==> src/rtl/menu_nav_pkg.sv <==
// Shared constants for the menu navigator: FSM state encodings and the
// width of the key auto-repeat counters.
package menu_nav_pkg;
  localparam int CNT_W = 16;

  localparam logic [1:0] ST_IDLE    = 2'd0;
  localparam logic [1:0] ST_WELCOME = 2'd1;
  localparam logic [1:0] ST_MENU    = 2'd2;
  localparam logic [1:0] ST_ITEM    = 2'd3;
endpackage

==> src/rtl/menu_key_repeat.sv <==
// Rising-edge detector plus held-key auto-repeat: one step on the press,
// one after REPEAT_DLY held cycles, then one every REPEAT_RATE cycles.
module menu_key_repeat
  import menu_nav_pkg::*;
#(
  parameter logic [CNT_W-1:0] REPEAT_DLY  = 16'd50000,
  parameter logic [CNT_W-1:0] REPEAT_RATE = 16'd10000
) (
  input  logic clk,
  input  logic reset,
  input  logic key_i,
  input  logic rep_en_i,
  output logic step_o
);
  logic             key_q;
  logic             rep_q, rep_d;
  logic [CNT_W-1:0] cnt_q, cnt_d;
  logic             tick;

  // cnt_q holds the number of cycles since the press (or since the last repeat)
  always_comb begin
    tick  = key_q & key_i & (rep_q ? (cnt_q == REPEAT_RATE) : (cnt_q == REPEAT_DLY));
    cnt_d = cnt_q;
    rep_d = rep_q;
    if (!key_i) begin
      cnt_d = '0;
      rep_d = 1'b0;
    end else if (!key_q) begin
      cnt_d = CNT_W'(1);
    end else if (tick) begin
      cnt_d = CNT_W'(1);
      rep_d = 1'b1;
    end else if (cnt_q != '1) begin
      cnt_d = cnt_q + 1'b1;
    end
  end

  always_ff @(posedge clk or negedge reset) begin
    if (!reset) begin
      key_q <= 1'b0;
      rep_q <= 1'b0;
      cnt_q <= '0;
    end else begin
      key_q <= key_i;
      rep_q <= rep_d;
      cnt_q <= cnt_d;
    end
  end

  assign step_o = (key_i & ~key_q) | (tick & rep_en_i);
endmodule

==> src/rtl/menu_navigator.sv <==
// Menu navigation engine: walks the enabled entries of an N_ITEMS menu,
// opens entries, toggles per-entry option bits and auto-repeats up/down.
module menu_navigator
  import menu_nav_pkg::*;
#(
  parameter int               N_ITEMS     = 8,
  parameter int               IDX_W       = 3,
  parameter logic [N_ITEMS-1:0] OPT_INIT  = '0,
  parameter logic [CNT_W-1:0] REPEAT_DLY  = 16'd50000,
  parameter logic [CNT_W-1:0] REPEAT_RATE = 16'd10000,
  parameter bit               WRAP        = 1'b1
) (
  input  logic               clk,
  input  logic               reset,
  input  logic               up,
  input  logic               down,
  input  logic               left,
  input  logic               right,
  input  logic               enter,
  input  logic [N_ITEMS-1:0] item_enable,
  output logic [1:0]         current_state,
  output logic [IDX_W-1:0]   current_menu_item,
  output logic [N_ITEMS-1:0] options,
  output logic               opt_changed,
  output logic               item_select,
  output logic               no_items
);
  logic [1:0]         state_q, state_d;
  logic [IDX_W-1:0]   item_q, item_d;
  logic [N_ITEMS-1:0] opt_q, opt_d;
  logic               chg_q, chg_d, sel_q, sel_d;
  logic               left_q, right_q, enter_q;
  logic               ev_left, ev_right, ev_enter, up_step, dn_step;
  logic               rep_en;

  assign ev_left  = left  & ~left_q;
  assign ev_right = right & ~right_q;
  assign ev_enter = enter & ~enter_q;
  assign rep_en   = (state_q == ST_MENU);
  assign no_items = ~|item_enable;

  menu_key_repeat #(.REPEAT_DLY(REPEAT_DLY), .REPEAT_RATE(REPEAT_RATE)) u_rep_up (
    .clk(clk), .reset(reset), .key_i(up), .rep_en_i(rep_en), .step_o(up_step));
  menu_key_repeat #(.REPEAT_DLY(REPEAT_DLY), .REPEAT_RATE(REPEAT_RATE)) u_rep_dn (
    .clk(clk), .reset(reset), .key_i(down), .rep_en_i(rep_en), .step_o(dn_step));

  // Nearest enabled entry in each direction, both wrapping and saturating.
  // Loops run from the far end inward so the closest hit is the last written.
  logic [IDX_W-1:0] nxt_wrap, prv_wrap, nxt_sat, prv_sat, first_en;
  logic             nxt_wrap_ok, prv_wrap_ok, nxt_sat_ok, prv_sat_ok;
  always_comb begin
    logic [IDX_W-1:0] fi, bi;
    fi = '0; bi = '0;
    nxt_wrap = item_q; prv_wrap = item_q; nxt_sat = item_q; prv_sat = item_q;
    nxt_wrap_ok = 1'b0; prv_wrap_ok = 1'b0; nxt_sat_ok = 1'b0; prv_sat_ok = 1'b0;
    first_en = '0;
    for (int off = N_ITEMS - 1; off >= 1; off--) begin
      fi = IDX_W'((int'(item_q) + off) % N_ITEMS);
      bi = IDX_W'((int'(item_q) + N_ITEMS - off) % N_ITEMS);
      if (item_enable[fi]) begin
        nxt_wrap = fi; nxt_wrap_ok = 1'b1;
        if (int'(item_q) + off < N_ITEMS) begin nxt_sat = fi; nxt_sat_ok = 1'b1; end
      end
      if (item_enable[bi]) begin
        prv_wrap = bi; prv_wrap_ok = 1'b1;
        if (int'(item_q) >= off) begin prv_sat = bi; prv_sat_ok = 1'b1; end
      end
    end
    for (int i = N_ITEMS - 1; i >= 0; i--)
      if (item_enable[i]) first_en = IDX_W'(i);
  end

  always_comb begin
    state_d = state_q;
    item_d  = item_q;
    opt_d   = opt_q;
    sel_d   = 1'b0;
    chg_d   = 1'b0;
    // Highlighted entry vanished: fall back to the menu and move upward, always wrapping
    if ((state_q == ST_MENU || state_q == ST_ITEM) && !item_enable[item_q] &&
        (!no_items || state_q == ST_ITEM)) begin
      state_d = ST_MENU;
      if (nxt_wrap_ok) item_d = nxt_wrap;
    end else if (ev_left) begin
      if (state_q == ST_MENU)      state_d = ST_WELCOME;
      else if (state_q == ST_ITEM) state_d = ST_MENU;
    end else if (ev_enter) begin
      case (state_q)
        ST_IDLE: state_d = ST_WELCOME;
        ST_MENU: if (!no_items) begin state_d = ST_ITEM; sel_d = 1'b1; end
        ST_ITEM: begin opt_d[item_q] = ~opt_q[item_q]; chg_d = 1'b1; end
        default: ;
      endcase
    end else if (up_step | dn_step) begin
      if (state_q == ST_MENU && (up_step ^ dn_step) && !no_items) begin
        if (dn_step) begin
          if (WRAP ? nxt_wrap_ok : nxt_sat_ok) item_d = WRAP ? nxt_wrap : nxt_sat;
        end else begin
          if (WRAP ? prv_wrap_ok : prv_sat_ok) item_d = WRAP ? prv_wrap : prv_sat;
        end
      end
    end else if (ev_right && state_q == ST_WELCOME) begin
      state_d = ST_MENU;
      item_d  = first_en;
    end
  end

  always_ff @(posedge clk or negedge reset) begin
    if (!reset) begin
      state_q <= ST_IDLE;
      item_q  <= '0;
      opt_q   <= OPT_INIT;
      chg_q   <= 1'b0;
      sel_q   <= 1'b0;
      left_q  <= 1'b0;
      right_q <= 1'b0;
      enter_q <= 1'b0;
    end else begin
      state_q <= state_d;
      item_q  <= item_d;
      opt_q   <= opt_d;
      chg_q   <= chg_d;
      sel_q   <= sel_d;
      left_q  <= left;
      right_q <= right;
      enter_q <= enter;
    end
  end

  assign current_state     = state_q;
  assign current_menu_item = item_q;
  assign options           = opt_q;
  assign opt_changed       = chg_q;
  assign item_select       = sel_q;
endmodule

==> config.mk <==
export PLATFORM = sky130hd
export DESIGN_NAME = menu_navigator
export DESIGN_NICKNAME = d
export VERILOG_FILES = /design/src/rtl/menu_nav_pkg.sv /design/src/rtl/menu_key_repeat.sv /design/src/rtl/menu_navigator.sv
export SDC_FILE = /design/constraint.sdc
export NUM_CORES = 1
export LEC_CHECK = 0
export CORE_AREA = 3 3 87 89
export DETAILED_ROUTE_END_ITERATION = 7
export DIE_AREA = 0 0 90 92
export PLACE_DENSITY = 0.79
export SLEW_MARGIN = 20
export SYNTH_ARGS = -nofsm -noshare
export SYNTH_HDL_FRONTEND = slang
export SYNTH_SLANG_ARGS = --single-unit
==> constraint.sdc <==
create_clock -name clk -period 4.6 [get_ports clk]
set_input_delay 0.92 -clock clk [delete_from_list [all_inputs] [get_ports clk]]
set_output_delay 0.92 -clock clk [all_outputs]
set_load 0.005 [all_outputs]
**Word-level counts from Yosys, hierarchy flattened**

Index checks and enable logic that the tools add are counted.

- Register bits: 54
- Bits in latches: 0
- Bits in writable memories: 0
- ROM bits: 0
- Bits of input ports: 15
- Word-level logic and storage cells: 227
- Memories kept: 0

- Add/subtract/negate cells: 17
- Multiply operators: 0
- Div/mod/pow operators: 0
- Magnitude comparators: 16
- Equality and inequality tests: 24
- Shift-type cells: 0
- Muxes and demuxes: 114
- Bitwise gates (word level): 23
- Reductions and logical operators: 19

Operators with widths:

| cell | number |
|---|---|
| $mux W16 | 8 |
| $mux W3 | 31 |
| $lt A3 B4 Y1 const B | 15 |
| $bmux W1 S3 | 16 |
| $mux W1 | 48 |
| $add A16 B1 Y16 const B | 2 |
| $eq A16 B14 Y1 const B | 2 |
| $eq A16 B16 Y1 const B | 2 |
| $ne A16 B16 Y1 const B | 2 |
| $mux W2 | 8 |
| $ne A4 B4 Y1 const B | 4 |
| $add A3 B3 Y3 const B | 4 |
| $ne A2 B1 Y1 const B | 6 |
| $sub A3 B3 Y3 const B | 4 |
| $and A1 B1 Y1 | 11 |
| $ne A10 B10 Y1 const B | 1 |
| $bwmux W8 | 1 |
| $not A1 Y1 | 8 |
| $reduce_or A8 Y1 | 1 |
| $add A3 B1 Y3 const B | 2 |
| $add A3 B2 Y3 const B | 2 |
| $logic_and A1 B1 Y1 | 6 |
| $reduce_and A6 Y1 | 1 |
| $sub A3 B1 Y3 const B | 2 |
| 20 further kinds | 26 |

**Logic depth before layout (Yosys ltp)**

Gate-level depths: netlist of run 1.

- Word-level depth: 18
- Gate-level depth with buffers: 15
- Depth with buffers taken out: 14

**Hierarchy**

From an unflattened synthesis of run 1, not the netlist that was laid out.

- Cell total of the unflattened synthesis: 456
- Area, all modules: 4,401.7 um^2

By module, submodules not included:

| module | times used | cells each | area each (um^2) | seq. area each (um^2) |
|---|---|---|---|---|
| menu_navigator | 1 | 246 | 2,277.2 | 450.4 |
| menu_key_repeat | 2 | 105 | 1,062.3 | 450.4 |

**Worst setup path before layout of run 1**

No wires, ideal clock.

- Path type: register -> register
- From: register item_q[2] (netlist: current_menu_item[2])
- To: register item_q[1] (netlist: current_menu_item[1])
- Setup time: 0.136 ns
- Arrival: 3.349 ns
- Data required time: 4.464 ns
- Setup slack: 1.115 ns
- Stages on the path, launching flop included: 14
- Clock period less this slack: 3.485 ns
- Cells stage by stage: dfrtp_1 -> clkbuf_8 -> clkbuf_1 -> inv_1 -> ha_1 -> clkbuf_1 -> mux4_1 -> mux2_2 -> mux2i_1 -> o32ai_1 -> a31oi_1 -> o211a_1 -> o311ai_1 -> a22oi_1

- Word-level cells in the longest chain between the ends: 17

RTL lines:

| what | RTL line | RTL |
|---|---|---|
| from (decl) | menu_navigator.sv:29 | `logic [IDX_W-1:0] item_q, item_d;` |
| from (signal assigned) | menu_navigator.sv:120 | `item_q <= item_d;` |
| $add A3 B1 Y3 / $add A3 B3 Y3 (equally long branches) | - |  |
| $sub A3 B2 Y3 / $bmux W1 S3 (equally long branches) | menu_navigator.sv:59, menu_navigator.sv:60 |  |
| $bmux W1 S3 / $mux W1 (equally long branches) | menu_navigator.sv:64, menu_navigator.sv:60 |  |
| $mux W1 (not written as such), or another cell as far along | menu_navigator.sv:64 | `if (item_enable[bi]) begin` |
| $mux W3, or another cell as far along (6 in a row) | menu_navigator.sv:64 |  |
| $mux W3 (on tied branches) | menu_navigator.sv:99, menu_navigator.sv:83, menu_navigator.sv:97 |  |
| $mux W3 | menu_navigator.sv:96 | `if (dn_step) begin` |
| $mux W3 | menu_navigator.sv:95 | `if (state_q == ST_MENU && (up_step ^ dn_step) && !no_items) begin` |
| $mux W3 | menu_navigator.sv:94 | `end else if (up_step \| dn_step) begin` |
| $mux W3 | menu_navigator.sv:87 | `end else if (ev_enter) begin` |
| $mux W3 | menu_navigator.sv:84 | `end else if (ev_left) begin` |
| $mux W3 | menu_navigator.sv:80 | `if ((state_q == ST_MENU \|\| state_q == ST_ITEM) && !item_enable[item_q] &&` |

Several ways; a longest one is shown, not always the timed one. The select of a mux whose other input is x is not followed.
A chain may end at the register's enable or synchronous reset.

**Worst setup path after layout of run 1**

- From: input port down
- To: register item_q[0] (netlist: current_menu_item[0])

- Word-level cells in the longest chain between the ends: 10

RTL lines:

| what | RTL line | RTL |
|---|---|---|
| from (decl) | menu_navigator.sv:16 | `input logic down,` |
| $and A1 B1 Y1 (2 in a row) | menu_key_repeat.sv:22 | `tick = key_q & key_i & (rep_q ? (cnt_q == REPEAT_RATE) : (cnt_q == REPEAT_DLY));` |
| $and A1 B1 Y1 | menu_key_repeat.sv:50 | `assign step_o = (key_i & ~key_q) \| (tick & rep_en_i);` |
| $or A1 B1 Y1 * | menu_key_repeat.sv:50 |  |
| $mux W3 | menu_navigator.sv:96 |  |
| $mux W3 | menu_navigator.sv:95 |  |
| $mux W3 | menu_navigator.sv:94 |  |
| $mux W3 | menu_navigator.sv:87 |  |
| $mux W3 | menu_navigator.sv:84 |  |
| $mux W3 | menu_navigator.sv:80 |  |

Mark *: on every way between the ends. The rest lies on a longest branch, timed or not. The select of a mux whose other input is x is not followed.

==> qor.csv, run 1 <==
stage,metric,value,unit
sta,setup ws final,711,ps
die,die height,92,µm
sta,final-report hold violation count,0,
setup_path,Worst EP arrival,4090,ps
final_layout,# nets final,471,
final_layout,multi-input logic area,0.00249,mm²
setup_path,R2R depth,11,
pwr,Leak,1.83,nW
sta,clock skew,18.1,ps
pwr,Max rail drop VDD,0.000249,V
place,gp weighted congestion,0.892,
setup_path,CP cell instances,clkdlybuf4s50_1 > and2b_2 > a31oi_1 > ha_1 > nand2_1 > or4_1 > a221oi_1 > nor4b_1 > o21ai_0 > o211a_1,
sta,period utilization,84.5,%
yosys,Yosys reg bits,54,
flow_run,max-cap viol count,0,
setup_path,Required @ worst endpoint,4800,ps
final_layout,Layout fillers,542,
detailed_routing,drt pass-1 iters,4,
final_layout,share of cells above drive strength 1,11.7,%
die,DIE WIDTH,90,µm
final_layout,final core occ,65.6,%
final_layout,"non-filler cells, final",542,
setup_path,CP max FO,8,
sta,Slew Limit Headroom,54.3,%
yosys,"count leader, synth",nor2_1,
pwr,Power Total,2.36,mW
sta,post-layout min period,3890,ps
sta,maximum clock frequency,257,MHz
yosys,Syn Std Cell Area,0.00405,mm²
detailed_routing,antenna-violating nets left,0,
clocking,hold_buf cts,0,
global_route,GRT overflow,0,
global_route,antenna violations before repair,0,
clocking,CTS Buffer Depth,2,
global_route,largest net degree at the start of global routing,36,
sta,Fin Setup TNS,0,ps
clocking,CTS Root Cell,clkbuf_8,
clocking,clock insertion delay at the later pin of the skew report,320,ps
yosys,Synth Area per Inst,9.53,µm²
setup_path,slowest CP cell,clkdlybuf4s50_1,
yosys,"Primary FF master, synth",dfrtp_1,
worst_hold_path,Min-Delay Path Class,reg -> reg,
detailed_routing,vias per cell,6.27,
setup_path,WP depth,10,
yosys,Syn. warnings,0,
place,Placed Cells,534,
clocking,clock sink count,54,
place,DP Area,0.00437,mm²
global_route,global-route usage over all layers,22.9,%
final_layout,fin area,0.00448,mm²
yosys,Yosys top cell by area,dfrtp_1,
yosys,sequential area share after synthesis,33.4,%
final_layout,Layout area overhead,10.7,%
clocking,clock buffer count from CTS,5,
place,pre-CTS setup slack,462,ps
setup_path,flop2flop setup slack,960,ps
clocking,CTS tree,done,
detailed_routing,Post-Route WL,9160,µm
setup_path,RR Endpoint,current_menu_item[0],
final_layout,Register Area,0.00135,mm²
die,std cell rows,30,
setup_path,"Largest stage delay, worst path",520,ps
clocking,clk slew on worst S/H paths,110,ps
die,Starting Density,59.3,%
detailed_routing,wire per inst,16.9,µm
yosys,Netlist cell types,68,
sta,RSZ-0062 raised after global routing,no,
yosys,Post-synth EDFFs,0,
setup_path,CP Launch Point,down,
clocking,"Setup Fix Bufs, Post-CTS",0,
detailed_routing,DRT iter0 DRCs,203,
run_status,status,finished clean,
yosys,"Net Count, Synth",451,
clocking,H-tree depth,2,
setup_path,Crit path buffers/inverters,1,
yosys,Yosys top cell area share,33.4,%
die,die area,0.00828,mm²
sta,Worst Max-Slew Pin Slew,684,ps
clocking,CTS resizes,0,
yosys,Post-Synthesis Cells,425,
setup_path,"delay-heaviest family, CP",compound AO/OA/AOI/OAI gates,
yosys,Commonest cells post-synth,"nor2_1 (55), dfrtp_1 (54), nand2_1 (31), nand3_1 (21), inv_1 (19)",
setup_path,endpoint class of the critical path,register,
detailed_routing,Residual DRC,0,
pwr,Pwr Density,527,mW/mm²
global_route,vias in the first global route,3272,
sta,Slew Limit Fails,0,
global_route,first-pass GRT wire length,15700,µm
yosys,Synth area leaders,"dfrtp_1 (33%), mux4_2 (7.8%), nor2_1 (5.1%), ha_1 (3.4%), mux2_2 (3.3%)",
setup_path,kind of critical path,in -> reg,
setup_path,Startpoint Class,input port,
sta,Hold WS,486,ps
detailed_routing,via count,3396,
die,Top Ports,31,
setup_path,reg2reg start,u_rep_up.cnt_q[3],
yosys,Async SR Flop Fraction,100,%
final_layout,n_diodes,0,
sta,Final setup viols,0,
place,Final HPWL DP,6750,µm
setup_path,crit path to,current_menu_item[0],
place,port bufs,30,
die,core area,0.00683,mm²
-- metal layers --
| metal | GRT usage [%] | share of wire, % |
|---|---|---|
| met1 | 32.0 | 45 |
| met5 | 0 | 0 |
| met3 | 5.17 | 5.6 |
| met2 | 37.3 | 49 |
| met4 | 4.08 | 0.63 |
-- report_power, final --
| part | leakage (nW) | internal, mW | switching [mW] |
|---|---|---|---|
| logic | 1.05 | 0.681 | 0.790 |
| clock network | 0.0587 | 0.165 | 0.164 |
| registers | 0.724 | 0.523 | 0.0401 |
| total | 1.83 | 1.37 | 0.995 |
-- flip-flops by register name, indices dropped and copies added, names as in the netlist, 2 cells and up --
signal,cells
u_rep_dn.cnt_q,16
options,8
current_menu_item,3
u_rep_up.cnt_q,16
current_state,2
-- layout by cell type (no fill, tap or decap), types with 6 or more instances in the layout --
| cell type | count |
|---|---|
| ha_1 | 11 |
| nand2_1 | 31 |
| xor2_1 | 12 |
| and3_1 | 6 |
| mux2_2 | 12 |
| xnor2_1 | 14 |
| clkdlybuf4s50_1 | 29 |
| dfrtp_1 | 54 |
| a31oi_1 | 8 |
| o21ai_0 | 15 |
| inv_1 | 19 |
| nor2_1 | 55 |
| mux2i_1 | 7 |
| mux4_2 | 14 |
| a21oi_1 | 15 |
| nor4_1 | 6 |
| nor4b_1 | 6 |
| nand3_1 | 21 |
| nand2b_1 | 6 |
| nor3_1 | 12 |
-- worst min-delay path by stage --
stage,cells after the start,startpoint,to,slack (ps)
final,1,u_rep_up.key_q,u_rep_up.cnt_q[0],490
after global routing,1,u_rep_up.key_q,u_rep_up.cnt_q[0],530
after detailed placement,1,u_rep_up.key_q,u_rep_up.cnt_q[0],480
after floorplan,1,u_rep_up.key_q,u_rep_up.cnt_q[0],460
after global placement,1,u_rep_up.key_q,u_rep_up.cnt_q[0],480
after CTS,1,u_rep_up.key_q,u_rep_up.cnt_q[0],490
-- cells by family after synthesis --
group / Yosys count / share of synthesized area, %
compound gates: 75 / 12.9
xor+xnor: 26 / 5.62
fa+ha+maj: 11 / 3.40
buf+inv: 42 / 5.19
flops: 54 / 33.4
mux: 42 / 17.5
simple gates: 175 / 22.0
-- cell type report --
type | count | area share, %
well taps | 96 | 2.68
clock inverters | 3 | 1.06
clock buffers | 5 | 1.53
inverters | 20 | 1.67
repair buffers | 35 | 7.42
multi-input cells | 329 | 55.5
flip-flops and latches | 54 | 30.1
Note: power is estimated with default switching activity, not from simulation.
==> run 2: changes to the inputs <==
--- a/config.mk
+++ b/config.mk
@@ -5,10 +5,10 @@
 export SDC_FILE = /design/constraint.sdc
 export NUM_CORES = 1
 export LEC_CHECK = 0
-export CORE_AREA = 3 3 87 89
+export CORE_AREA = 3 3 91 93
 export DETAILED_ROUTE_END_ITERATION = 7
-export DIE_AREA = 0 0 90 92
-export PLACE_DENSITY = 0.79
+export DIE_AREA = 0 0 94 96
+export PLACE_DENSITY = 0.76
 export SLEW_MARGIN = 20
 export SYNTH_ARGS = -nofsm -noshare
 export SYNTH_HDL_FRONTEND = slang
==> constraint.sdc (replaced) <==
create_clock -name clk -period 3.2 [get_ports clk]
set_input_delay 0.64 -clock clk [delete_from_list [all_inputs] [get_ports clk]]
set_output_delay 0.64 -clock clk [all_outputs]
set_load 0.005 [all_outputs]
==> run 2 against run 1 <==
  * Clock skew fell by 5.8 ps
  * Register-to-register slack worse by 760 ps
  * Via count is 4.3% higher
  * Count of clock-buffer cells in the layout unchanged
  * Combinational power rose by 67%
  * Largest cell class unchanged
  * Highest routed layer unchanged
==> qor.csv, run 2 (synthesis results as in run 1) <==
stage,metric,value,unit
run_status,status,finished clean,
setup_path,WP depth,7,
die,DIE WIDTH,94,µm
clocking,CTS Buffer Depth,2,
sta,Slew Limit Fails,0,
setup_path,CP cell instances,clkdlybuf4s50_1 > buf_4 > nor2_1 > nand3_1 > buf_4 > inv_1 > clkdlybuf4s50_1,
final_layout,# nets final,516,
setup_path,R2R depth,14,
detailed_routing,wire per inst,16.2,µm
setup_path,endpoint class of the critical path,output port,
clocking,H-tree depth,2,
setup_path,Crit path buffers/inverters,5,
sta,period utilization,95.0,%
setup_path,flop2flop setup slack,200,ps
final_layout,most frequent cells in the layout,"nor2_1 (55), dfrtp_1 (54), buf_4 (49)",
sta,final-report hold violation count,0,
global_route,antenna violations before repair,0,
final_layout,n_diodes,0,
setup_path,Required @ worst endpoint,2560,ps
sta,Worst Max-Slew Pin Slew,866,ps
global_route,GRT overflow,0,
clocking,clock insertion delay at the later pin of the skew report,320,ps
setup_path,crit path to,no_items,
place,Placed Cells,585,
clocking,clk slew on worst S/H paths,110,ps
global_route,first-pass GRT wire length,15900,µm
setup_path,CP max FO,7,
setup_path,RR Endpoint,current_menu_item[0],
pwr,Max rail drop VDD,0.000343,V
die,std cell rows,32,
clocking,clock sink count,54,
clocking,CTS tree,done,
die,core area,0.00761,mm²
setup_path,CP Launch Point,item_enable[0],
sta,Fin Setup TNS,0,ps
die,Top Ports,31,
worst_hold_path,Min-Delay Path Class,in -> async,
setup_path,Startpoint Class,input port,
detailed_routing,Residual DRC,0,
place,Final HPWL DP,7070,µm
global_route,global-route usage over all layers,22.2,%
die,die height,96,µm
setup_path,"delay-heaviest family, CP",buffers and inverters,
clocking,clock buffer count from CTS,5,
setup_path,reg2reg start,u_rep_dn.cnt_q[0],
global_route,vias in the first global route,3438,
pwr,Pwr Density,756,mW/mm²
detailed_routing,vias per cell,5.97,
sta,Final setup viols,0,
sta,clock skew,12.3,ps
die,die area,0.00902,mm²
sta,RSZ-0062 raised after global routing,yes,
flow_run,max-cap viol count,0,
die,Starting Density,53.2,%
sta,Slew Limit Headroom,42.3,%
global_route,largest net degree at the start of global routing,41,
setup_path,"Largest stage delay, worst path",530,ps
final_layout,share of cells above drive strength 1,21.2,%
clocking,"Setup Fix Bufs, Post-CTS",0,
final_layout,"non-filler cells, final",593,
place,port bufs,30,
detailed_routing,Post-Route WL,9590,µm
final_layout,"commonest non-fill, non-tap cell in the layout",nor2_1,
detailed_routing,DRT iter0 DRCs,252,
place,DP Area,0.00473,mm²
final_layout,Layout fillers,618,
sta,post-layout min period,3040,ps
sta,maximum clock frequency,329,MHz
detailed_routing,drt pass-1 iters,5,
setup_path,kind of critical path,in -> out,
setup_path,Worst EP arrival,2400,ps
setup_path,slowest CP cell,clkdlybuf4s50_1,
final_layout,Layout area overhead,20.6,%
detailed_routing,antenna-violating nets left,0,
clocking,CTS Root Cell,clkbuf_8,
detailed_routing,via count,3543,
final_layout,fin area,0.00489,mm²
pwr,Leak,2.08,nW
clocking,hold_buf cts,0,
place,gp weighted congestion,0.925,
-- run 2: cell types whose count changed in the layout (fill, tap and decap cells not counted), sizes merged --
cell           change
dlygate4sd2        +1
buf               +45
clkinv             +1
dlymetal6s2s       +3
bufinv             -1
clkdlybuf4s50      -4
-- run 2: worst min-delay path by stage --
stage | depth (start not counted) | endpoint | start | slack (ps)
final | 1 | u_rep_up.cnt_q[8] | reset | 410
after global routing | 1 | u_rep_up.cnt_q[10] | reset | 500
after global placement | 1 | u_rep_up.cnt_q[0] | u_rep_up.key_q | 490
after floorplan | 0 | current_menu_item[0] | reset | 340
after detailed placement | 1 | u_rep_up.cnt_q[0] | u_rep_up.key_q | 510
after CTS | 1 | u_rep_up.cnt_q[9] | reset | 460
-- run 2: area by class of cell --
class	instances	area, µm²	area share, %
clock buffers	5	68.8	1.41
clock inverters	3	28.8	0.589
multi-input cells	329	2540	52.1
flip-flops and latches	54	1350	27.7
inverters	20	75.1	1.54
repair buffers	80	689	14.1
well taps	102	128	2.61
-- run 2: timing repair --
item	4_1_cts	5_1_grt
setup endpoints to repair	2	4
pin swaps	0	3
resized for setup	2	11
-- run 2: stage by stage --
step	util (%)	worst slack, ps	hold WS [ps]	power [mW]
floorplan	-	7.31	344	2.47
global placement	62.2	-53.6	495	3.16
detailed placement	62.2	-173	511	3.20
CTS	63.6	5.56	457	3.63
global route	64.2	4.31	501	3.95
finish	64.2	160	412	3.69
-- run 2: metal layers --
layer	wire, µm	track usage [%]
met1	4370	29.3
met2	4590	36.4
met3	425	4.22
met4	204	8.42
met5	0	0
-- run 2: power breakdown --
group	switching, mW	leakage, nW	internal (mW)
Sequential	0.0645	0.724	0.751
Clock	0.250	0.0502	0.163
Combinational	1.19	1.30	1.27
==> run 3: changes to the inputs <==
==> constraint.sdc (replaced) <==
create_clock -name clk -period 3.2 [get_ports clk]
set_input_delay 0.64 -clock clk [delete_from_list [all_inputs] [get_ports clk]]
set_output_delay 0.64 -clock clk [all_outputs]
set_load 0.02 [all_outputs]
==> run 3 against run 2 <==
  * Clock skew down 1.8 ps
  * Maximum frequency is 1.7% lower
  * Register-to-register slack lost 60 ps
  * Sequential share of layout area fell by 0.25 points
  * Cell count up 0.51%
  * First-iteration DRC count shrank 21%
  * Design area rose by 1.2%
  * Hold slack worse by 120 ps
  * Critical endpoint is now current_menu_item[0]
==> qor.csv, run 3 (synthesis results as in run 1) <==
stage,metric,value,unit
run_status,status,finished clean,
final_layout,Layout area overhead,22.1,%
detailed_routing,via count,3633,
final_layout,Register Area,0.00136,mm²
setup_path,CP Launch Point,item_enable[4],
setup_path,"Largest stage delay, worst path",610,ps
pwr,internal power,2.25,mW
clocking,clk slew on worst S/H paths,100,ps
die,DIE WIDTH,94,µm
detailed_routing,drt pass-1 iters,5,
setup_path,reg2reg start,u_rep_up.cnt_q[5],
place,Final HPWL DP,7290,µm
setup_path,CP cell instances,clkdlybuf4s50_1 > mux2_2 > mux4_2 > nand2b_1 > a211o_1 > buf_4 > a21boi_1 > nor4b_4 > o211ai_1 > o211a_1,
sta,RSZ-0062 raised after global routing,no,
clocking,CTS Buffer Depth,2,
final_layout,final core occ,65.0,%
clocking,hold_buf cts,0,
final_layout,"commonest non-fill, non-tap cell in the layout",nor2_1,
place,port bufs,30,
final_layout,# nets final,519,
die,core area,0.00761,mm²
global_route,vias in the first global route,3594,
worst_hold_path,Min-Delay Path Class,in -> async,
die,die area,0.00902,mm²
setup_path,Startpoint Class,input port,
sta,maximum clock frequency,323,MHz
detailed_routing,Residual DRC,0,
pwr,Leak,2.09,nW
place,gp weighted congestion,0.912,
flow_run,max-cap viol count,0,
final_layout,Layout fillers,638,
final_layout,n_diodes,0,
setup_path,kind of critical path,in -> reg,
place,DP Area,0.00474,mm²
setup_path,Worst EP arrival,3340,ps
sta,Worst Max-Slew Pin Slew,575,ps
sta,post-layout min period,3090,ps
clocking,clock sink count,54,
sta,period utilization,96.6,%
clocking,CTS tree,done,
clocking,CTS Root Cell,clkbuf_8,
final_layout,most frequent cells in the layout,"nor2_1 (55), buf_4 (53), dfrtp_1 (51)",
global_route,global-route usage over all layers,22.3,%
global_route,antenna violations before repair,0,
pwr,Sw Share,41.0,%
pwr,Max rail drop VDD,0.000530,V
global_route,largest net degree at the start of global routing,33,
die,std cell rows,32,
clocking,H-tree depth,2,
detailed_routing,Post-Route WL,9810,µm
sta,clock skew,10.5,ps
clocking,clock buffer count from CTS,5,
final_layout,share of cells above drive strength 1,23.1,%
final_layout,multi-input logic area,0.00258,mm²
die,Top Ports,31,
global_route,GRT overflow,0,
sta,final-report hold violation count,0,
pwr,sequential share of power,21.4,%
detailed_routing,vias per cell,6.10,
pwr,Pwr Density,772,mW/mm²
detailed_routing,DRT iter0 DRCs,199,
detailed_routing,antenna-violating nets left,0,
global_route,first-pass GRT wire length,16400,µm
setup_path,CP max FO,10,
final_layout,fin area,0.00494,mm²
pwr,part of the power in combinational logic,66.5,%
die,die height,96,µm
sta,Final setup viols,0,
sta,Slew Limit Headroom,60.6,%
setup_path,slowest CP cell,clkdlybuf4s50_1,
detailed_routing,wire per inst,16.5,µm
setup_path,Required @ worst endpoint,3450,ps
sta,Slew Limit Fails,0,
die,Starting Density,53.2,%
pwr,Clk network pwr share,12.1,%
pwr,P_sw,1.56,mW
clocking,clock insertion delay at the later pin of the skew report,300,ps
setup_path,endpoint class of the critical path,register,
==> run 3: layer usage <==
metal	global-route usage [%]	part of all wire, %
met2	39.6	51
met5	0	0
met4	6.62	1.9
met1	29.0	44
met3	2.19	3.2
==> run 3: per-stage QoR <==
stage                     instances  setup TNS (ps)  hold WS, ps  setup slack (ps)  total power, mW
after floorplan                 425               0          344              3.82             2.56
after global placement          587           -97.2          481             -31.9             3.25
after detailed placement        587            -679          503              -180             3.31
after CTS                       595               0          313              24.9             3.78
after global routing            596               0          318              44.3             4.07
final                           596               0          296               109             3.82
==> run 3: path summary, 6_finish.rpt <==
path	to	slack [ps]	cells after the start
setup / recovery	current_menu_item[0]	110	10
hold / removal	u_rep_dn.cnt_q[2]	300	1
setup reg to reg	current_menu_item[0]	140	12
hold reg to reg	u_rep_up.cnt_q[0]	510	1
max in group asynchronous	options[6]	2100	2
min in group clk	u_rep_up.cnt_q[0]	510	1
==> run 3: final cells by class <==
type | instances | area share, %
repair buffers | 83 | 14.1
flip-flops and latches | 54 | 27.4
well taps | 102 | 2.58
clock buffers | 5 | 1.39
inverters | 20 | 1.52
clock inverters | 3 | 0.886
multi-input cells | 329 | 52.2
==> run 3: worst max-delay path, delay by kind of cell <==
| kind | cells | cell delay, ps |
|---|---|---|
| multiplexers | 2 | 860 |
| buffers and inverters | 2 | 750 |
| AND/OR/NAND/NOR | 2 | 240 |
| AO/OA/AOI/OAI | 4 | 860 |
==> run 3: timing repair <==
| item | CTS | global route |
|---|---|---|
| pin swaps | 0 | 10 |
| endpoints found under the hold margin | 0 | 0 |
| buffers inserted | 0 | 2 |
| resized for setup | 4 | 14 |
| endpoints found under the setup margin | 4 | 4 |
==> run 3: power groups by stage <==
stage	registers [mW]	clock network, mW	logic (mW)
floorplan	0.905	0	1.65
global placement	0.823	0	2.43
detailed placement	0.828	0	2.48
CTS	0.815	0.472	2.50
global route	0.824	0.509	2.73
finish	0.815	0.462	2.54
==> patch 1: new RTL, settings of run 1 <==
Set the package constant `CNT_W` to 18 (it was 16).
--- a/src/rtl/menu_nav_pkg.sv
+++ b/src/rtl/menu_nav_pkg.sv
@@ -1,7 +1,7 @@
 // Shared constants for the menu navigator: FSM state encodings and the
 // width of the key auto-repeat counters.
 package menu_nav_pkg;
-  localparam int CNT_W = 16;
+  localparam int CNT_W = 18;
 
   localparam logic [1:0] ST_IDLE    = 2'd0;
   localparam logic [1:0] ST_WELCOME = 2'd1;
Function: not settled (the Yosys comparison gave no result); the edit may change what the design does.
==> patch 1 against run 1 <==
Non-clock buffer count is 2 higher; wire length is 9.6% higher; setup slack worse by 0.23 ns; sequential cell count is 4 higher; clock skew is 0.0085 ns lower; sequential share of layout area hardly changed; design area is 7.5% higher; register-to-register slack worse by 0.04 ns; power is 21% higher; synthesized cell count is 4.2% higher; synthesized area is 4.0% higher; largest cell class unchanged.
==> patch 1: results (changes against run 1) <==
Run status
  – Status: finished, final reports clean (unchanged)

Route
  – Met2 WL: 4900 um (was 4480 um)
  – 1st-iter DRT viols: 260 (was 203)
  – M1 wire length: 4370 um (was 4100 um)
  – Final WL: 10000 um (was 9160 um)
  – DR vias/cell: 6.31 (was 6.27)
  – Met3 wire length: 594 um (was 516 um)

Power and ir drop
  – Maximum vdd drop: 0.290 mV (was 0.249 mV)
  – Int Pwr: 1.66 mW (was 1.37 mW)

STA
  – Clk_skew: 0.00960 ns (was 0.0181 ns)
  – Slew HR: 0.548 (was 0.543)

Final layout
  – Layout cell share with drive strength beyond 1: 0.137 (was 0.117)
  – # nets final: 496 (was 471)

Setup path
  – Origin of the worst setup path: item_enable[4] (was down)
  – Critical Path Fanout Max: 12 (was 8)
  – Worst reg2reg setup slack: 0.92 ns (was 0.96 ns)
  – Crit-path max cell delay: 0.66 ns (was 0.52 ns)
  – Critical path's slowest cell: or4_1 (was clkdlybuf4s50_1)
  – Reg2reg start: current_menu_item[0] (was u_rep_up.cnt_q[3])
  – Worst Reg-to-Reg Cells: 10 (was 11)

Place
  – Pre-CTS WS: 0.545 ns (was 0.462 ns)
  – Post-DP Area: 0.00459 sq mm (was 0.00437 sq mm)
  – Dpl hpwl: 7020 um (was 6750 um)
  – Final GP Congestion: 0.933 (was 0.892)

Global routing
  – Met2 usage: 0.414 (was 0.373)
  – GRT Total Usage: 0.256 (was 0.229)
  – Met3 usage in global routing: 0.0492 (was 0.0517)
  – GR Util met1: 0.340 (was 0.320)
  – Global-route wire length before repair: 17300 um (was 15700 um)

Synthesis
  – Area contributors post-synth: dfrtp_1 34%, mux4_2 11%, nor2_1 4.4%, xor2_1 4.4%, nand2_1 3.6% (was dfrtp_1 33%, mux4_2 7.8%, nor2_1 5.1%, ha_1 3.4%, mux2_2 3.3%)
  – Synthesized Nets: 469 (was 451)
  – Synth cell types: 57 (was 68)
  – Post-synth top cells: 58 x dfrtp_1, 49 x nor2_1, 40 x nand2_1, 22 x nand3_1, 21 x xor2_1 (was 55 x nor2_1, 54 x dfrtp_1, 31 x nand2_1, 21 x nand3_1, 19 x inv_1)

Clock network
  – H-tree depth: 3 (was 2)
  – Clk_lat worst skew: 0.34 ns (was 0.32 ns)
  – Clock-pin slew on the worst setup and hold paths: 0.06 ns (was 0.11 ns)
[patch 1: cell types whose count changed after synthesis, moves of 5 or more]
cell,before,now
nand4_1,5,10
nor2_1,55,49
o211ai_1,1,6
nand2_1,31,40
mux4_1,5,0
xnor2_1,14,8
xor2_1,12,21
nand2b_1,6,11
buf_2,2,7
mux4_2,14,20
[patch 1: area by class of cell]
class                      count  area (sq um)
clock inverter                 4          73.8
clock buffer                  12           155
tap                           96           120
fill                         543          2010
sequential                    58          1450
multi-input combinational    347          2610
inverter                      17          63.8
timing repair buffer          37           348
[patch 1: logic make-up after synthesis]
logic type      Yosys count  share of synthesized area
compound gates           78                      0.135
xor+xnor                 29                     0.0603
fa+ha+maj                11                     0.0327
buf+inv                  38                     0.0359
flops                    58                      0.345
mux                      41                      0.163
simple gates            188                      0.228
[patch 1: worst max-delay path by stage]
stage	to	slack (ns)	cells past startpoint
after CTS	no_items	0.51	5
after floorplan	current_menu_item[0]	1.22	12
after global routing	no_items	0.40	5
after detailed placement	no_items	0.54	5
after global placement	no_items	0.56	5
final	no_items	0.48	5
[patch 1: worst register-to-register path, cell delays in order (launching register included)]
cell and delay (ns):
dfrtp_1 0.33, buf_4 0.28, inv_2 0.19, ha_1 0.65, mux4_2 0.65, mux2i_1 0.34, nand4_1 0.24, nor3_4 0.27
a21oi_4 0.11, a31o_1 0.19, a221o_1 0.30
[patch 1: stage by stage]
| step | power, mW | hold slack, ns | std cells |
|---|---|---|---|
| floorplan | 1.87 | 0.462 | 443 |
| global placement | 2.26 | 0.490 | 555 |
| detailed placement | 2.30 | 0.499 | 555 |
| CTS | 2.86 | 0.510 | 571 |
| global route | 3.06 | 0.536 | 571 |
| finish | 2.87 | 0.507 | 571 |
==> patch 2: new RTL, settings of run 1 <==
Made on the original files. Add an input register stage for `right`, with the module's reset; this delays it by one clock. The other inputs are not delayed to match.
--- a/src/rtl/menu_navigator.sv
+++ b/src/rtl/menu_navigator.sv
@@ -25,6 +25,17 @@
   output logic               item_select,
   output logic               no_items
 );
+
+  logic right_r;
+
+  always_ff @(posedge clk or negedge reset) begin
+    if (!reset) begin
+      right_r <= '0;
+    end else begin
+      right_r <= right;
+    end
+  end
+
   logic [1:0]         state_q, state_d;
   logic [IDX_W-1:0]   item_q, item_d;
   logic [N_ITEMS-1:0] opt_q, opt_d;
@@ -34,7 +45,7 @@
   logic               rep_en;
 
   assign ev_left  = left  & ~left_q;
-  assign ev_right = right & ~right_q;
+  assign ev_right = right_r & ~right_q;
   assign ev_enter = enter & ~enter_q;
   assign rep_en   = (state_q == ST_MENU);
   assign no_items = ~|item_enable;
@@ -122,7 +133,7 @@
       chg_q   <= chg_d;
       sel_q   <= sel_d;
       left_q  <= left;
-      right_q <= right;
+      right_q <= right_r;
       enter_q <= enter;
     end
   end
Formal check against the unedited RTL: not equivalent (Yosys sat finds a counterexample within 4 cycles, from zero or initial values and one cycle with reset low).
==> patch 2 against run 1 <==
Sequential cell count rose by 1; design area rose by 4.0%; power rose by 9.6%; synthesized area rose by 4.7%; non-clock buffer count did not move; global-route usage rose by 0.70 points; worst hold slack got worse by 0.067 ns; wire length rose by 5.4%; combinational power rose by 14%; setup slack got worse by 0.011 ns; count of clock-buffer cells in the layout did not move; sequential share of layout area fell by 0.63 points.
==> patch 2: results (changes against run 1) <==
Run status
  – Status: finished, final reports clean (unchanged)

Synthesis
  – Area contributors post-synth: dfrtp_1 32%, mux4_2 6.9%, mux2i_1 4.5%, xor2_1 4.3%, mux2_2 4.0% (was dfrtp_1 33%, mux4_2 7.8%, nor2_1 5.1%, ha_1 3.4%, mux2_2 3.3%)
  – Synth cell types: 66 (was 68)
  – Synth Area in XOR/XNOR: 0.0555 (was 0.0562)
  – Seq/Total Area, Yosys: 0.325 (was 0.334)
  – Synthesized Nets: 476 (was 451)
  – Post-synthesis compound-gate area fraction: 0.145 (was 0.129)

Place
  – Dpl hpwl: 6780 um (was 6750 um)
  – Final GP Congestion: 0.925 (was 0.892)

Global routing
  – Largest net degree at the start of global routing: 56 (was 36)

Setup path
  – Worst Reg-to-Reg Cells: 8 (was 11)
  – Reg2reg start: current_menu_item[0] (was u_rep_up.cnt_q[3])
  – Worst Path Arrival: 2.98 ns (was 4.09 ns)
  – Critical Path Fanout Max: 13 (was 8)
  – FF-to-FF End: current_menu_item[2] (was current_menu_item[0])
  – Crit-path max cell delay: 0.62 ns (was 0.52 ns)

STA
  – WHS: 0.419 ns (was 0.486 ns)
  – Clk_skew: 0.0161 ns (was 0.0181 ns)

Hold path
  – Hold_sp: right_r (was u_rep_up.key_q)
  – Worst Hold Path Cells: 0 (was 1)

Route
  – DR WL/cell: 17.2 um (was 16.9 um)
  – DR vias/cell: 6.41 (was 6.27)
  – 1st-iter DRT viols: 202 (was 203)

Final layout
  – # nets final: 489 (was 471)
  – Layout cell share with drive strength beyond 1: 0.110 (was 0.117)
==> patch 2: cell types whose count changed after synthesis, moves of 6 or more <==
| cell | run 1 | this run |
|---|---|---|
| clkbuf_1 | 11 | 19 |
| xnor2_1 | 14 | 4 |
| mux2i_1 | 7 | 19 |
| a21oi_1 | 15 | 24 |
| nand4_1 | 5 | 11 |
| nor2_1 | 55 | 41 |
| xor2_1 | 12 | 21 |
==> patch 2: layout make-up <==
cell class	instances	area share
flip-flops and latches	55	0.295
inverters	18	0.0145
clock inverters	3	0.00992
multi-input cells	348	0.569
repair buffers	35	0.0714
clock buffers	5	0.0148
well taps	96	0.0258
==> patch 2: worst reg2reg max path, delay by kind of cell (launching register included) <==
family          cells  cell delay (ns)
mux                 1             0.65
compound gates      2             0.26
simple gates        2             0.80
xor+xnor            1             0.51
flops               1             0.39
buf+inv             1             0.34
fa+ha+maj           1             0.36
==> patch 2: routing by layer <==
layer,GRT usage,part of all wire,up-vias
met2,0.388,0.49,121
li1,-,-,1700
met5,0,0,-
met1,0.318,0.44,1744
met3,0.0287,0.045,26
met4,0.0995,0.031,0
==> patch 2: cell families (layout without fill, tap and decap cells) <==
family,after synthesis,count (layout)
and+or+nand+nor,169,169
xor gates and xnor gates,26,26
AOI/OAI and AO/OA,90,90
buffers and inverters,47,61
adders and majority gates,11,11
muxes,52,52
DFF,55,55
==> patch 2: worst max path at each step <==
stage / startpoint / to / slack (ns)
6_report: item_enable[4] / no_items / 0.70
2_1_floorplan: current_menu_item[1] / current_menu_item[0] / 1.03
5_1_grt: item_enable[6] / no_items / 0.56
4_1_cts: item_enable[4] / no_items / 0.75
3_3_place_gp: down / current_menu_item[2] / 0.74
3_5_place_dp: down / current_menu_item[2] / 0.62
==> patch 2: power by group <==
| part | leakage [nW] | internal, mW | switching [mW] |
|---|---|---|---|
| clock | 0.0548 | 0.164 | 0.170 |
| combinational | 1.14 | 0.746 | 0.929 |
| sequential | 0.738 | 0.535 | 0.0473 |
| total | 1.93 | 1.45 | 1.15 |
==> patch 2: metrics by stage <==
stage / util / total power, mW / instance area (sq um) / std cells / setup slack, ns
floorplan: - / 1.85 / 4240 / 450 / 1.03
global placement: 0.666 / 2.19 / 4550 / 552 / 0.740
detailed placement: 0.666 / 2.23 / 4550 / 552 / 0.624
CTS: 0.683 / 2.57 / 4660 / 560 / 0.748
global route: 0.683 / 2.75 / 4660 / 560 / 0.559
finish: 0.683 / 2.59 / 4660 / 560 / 0.700
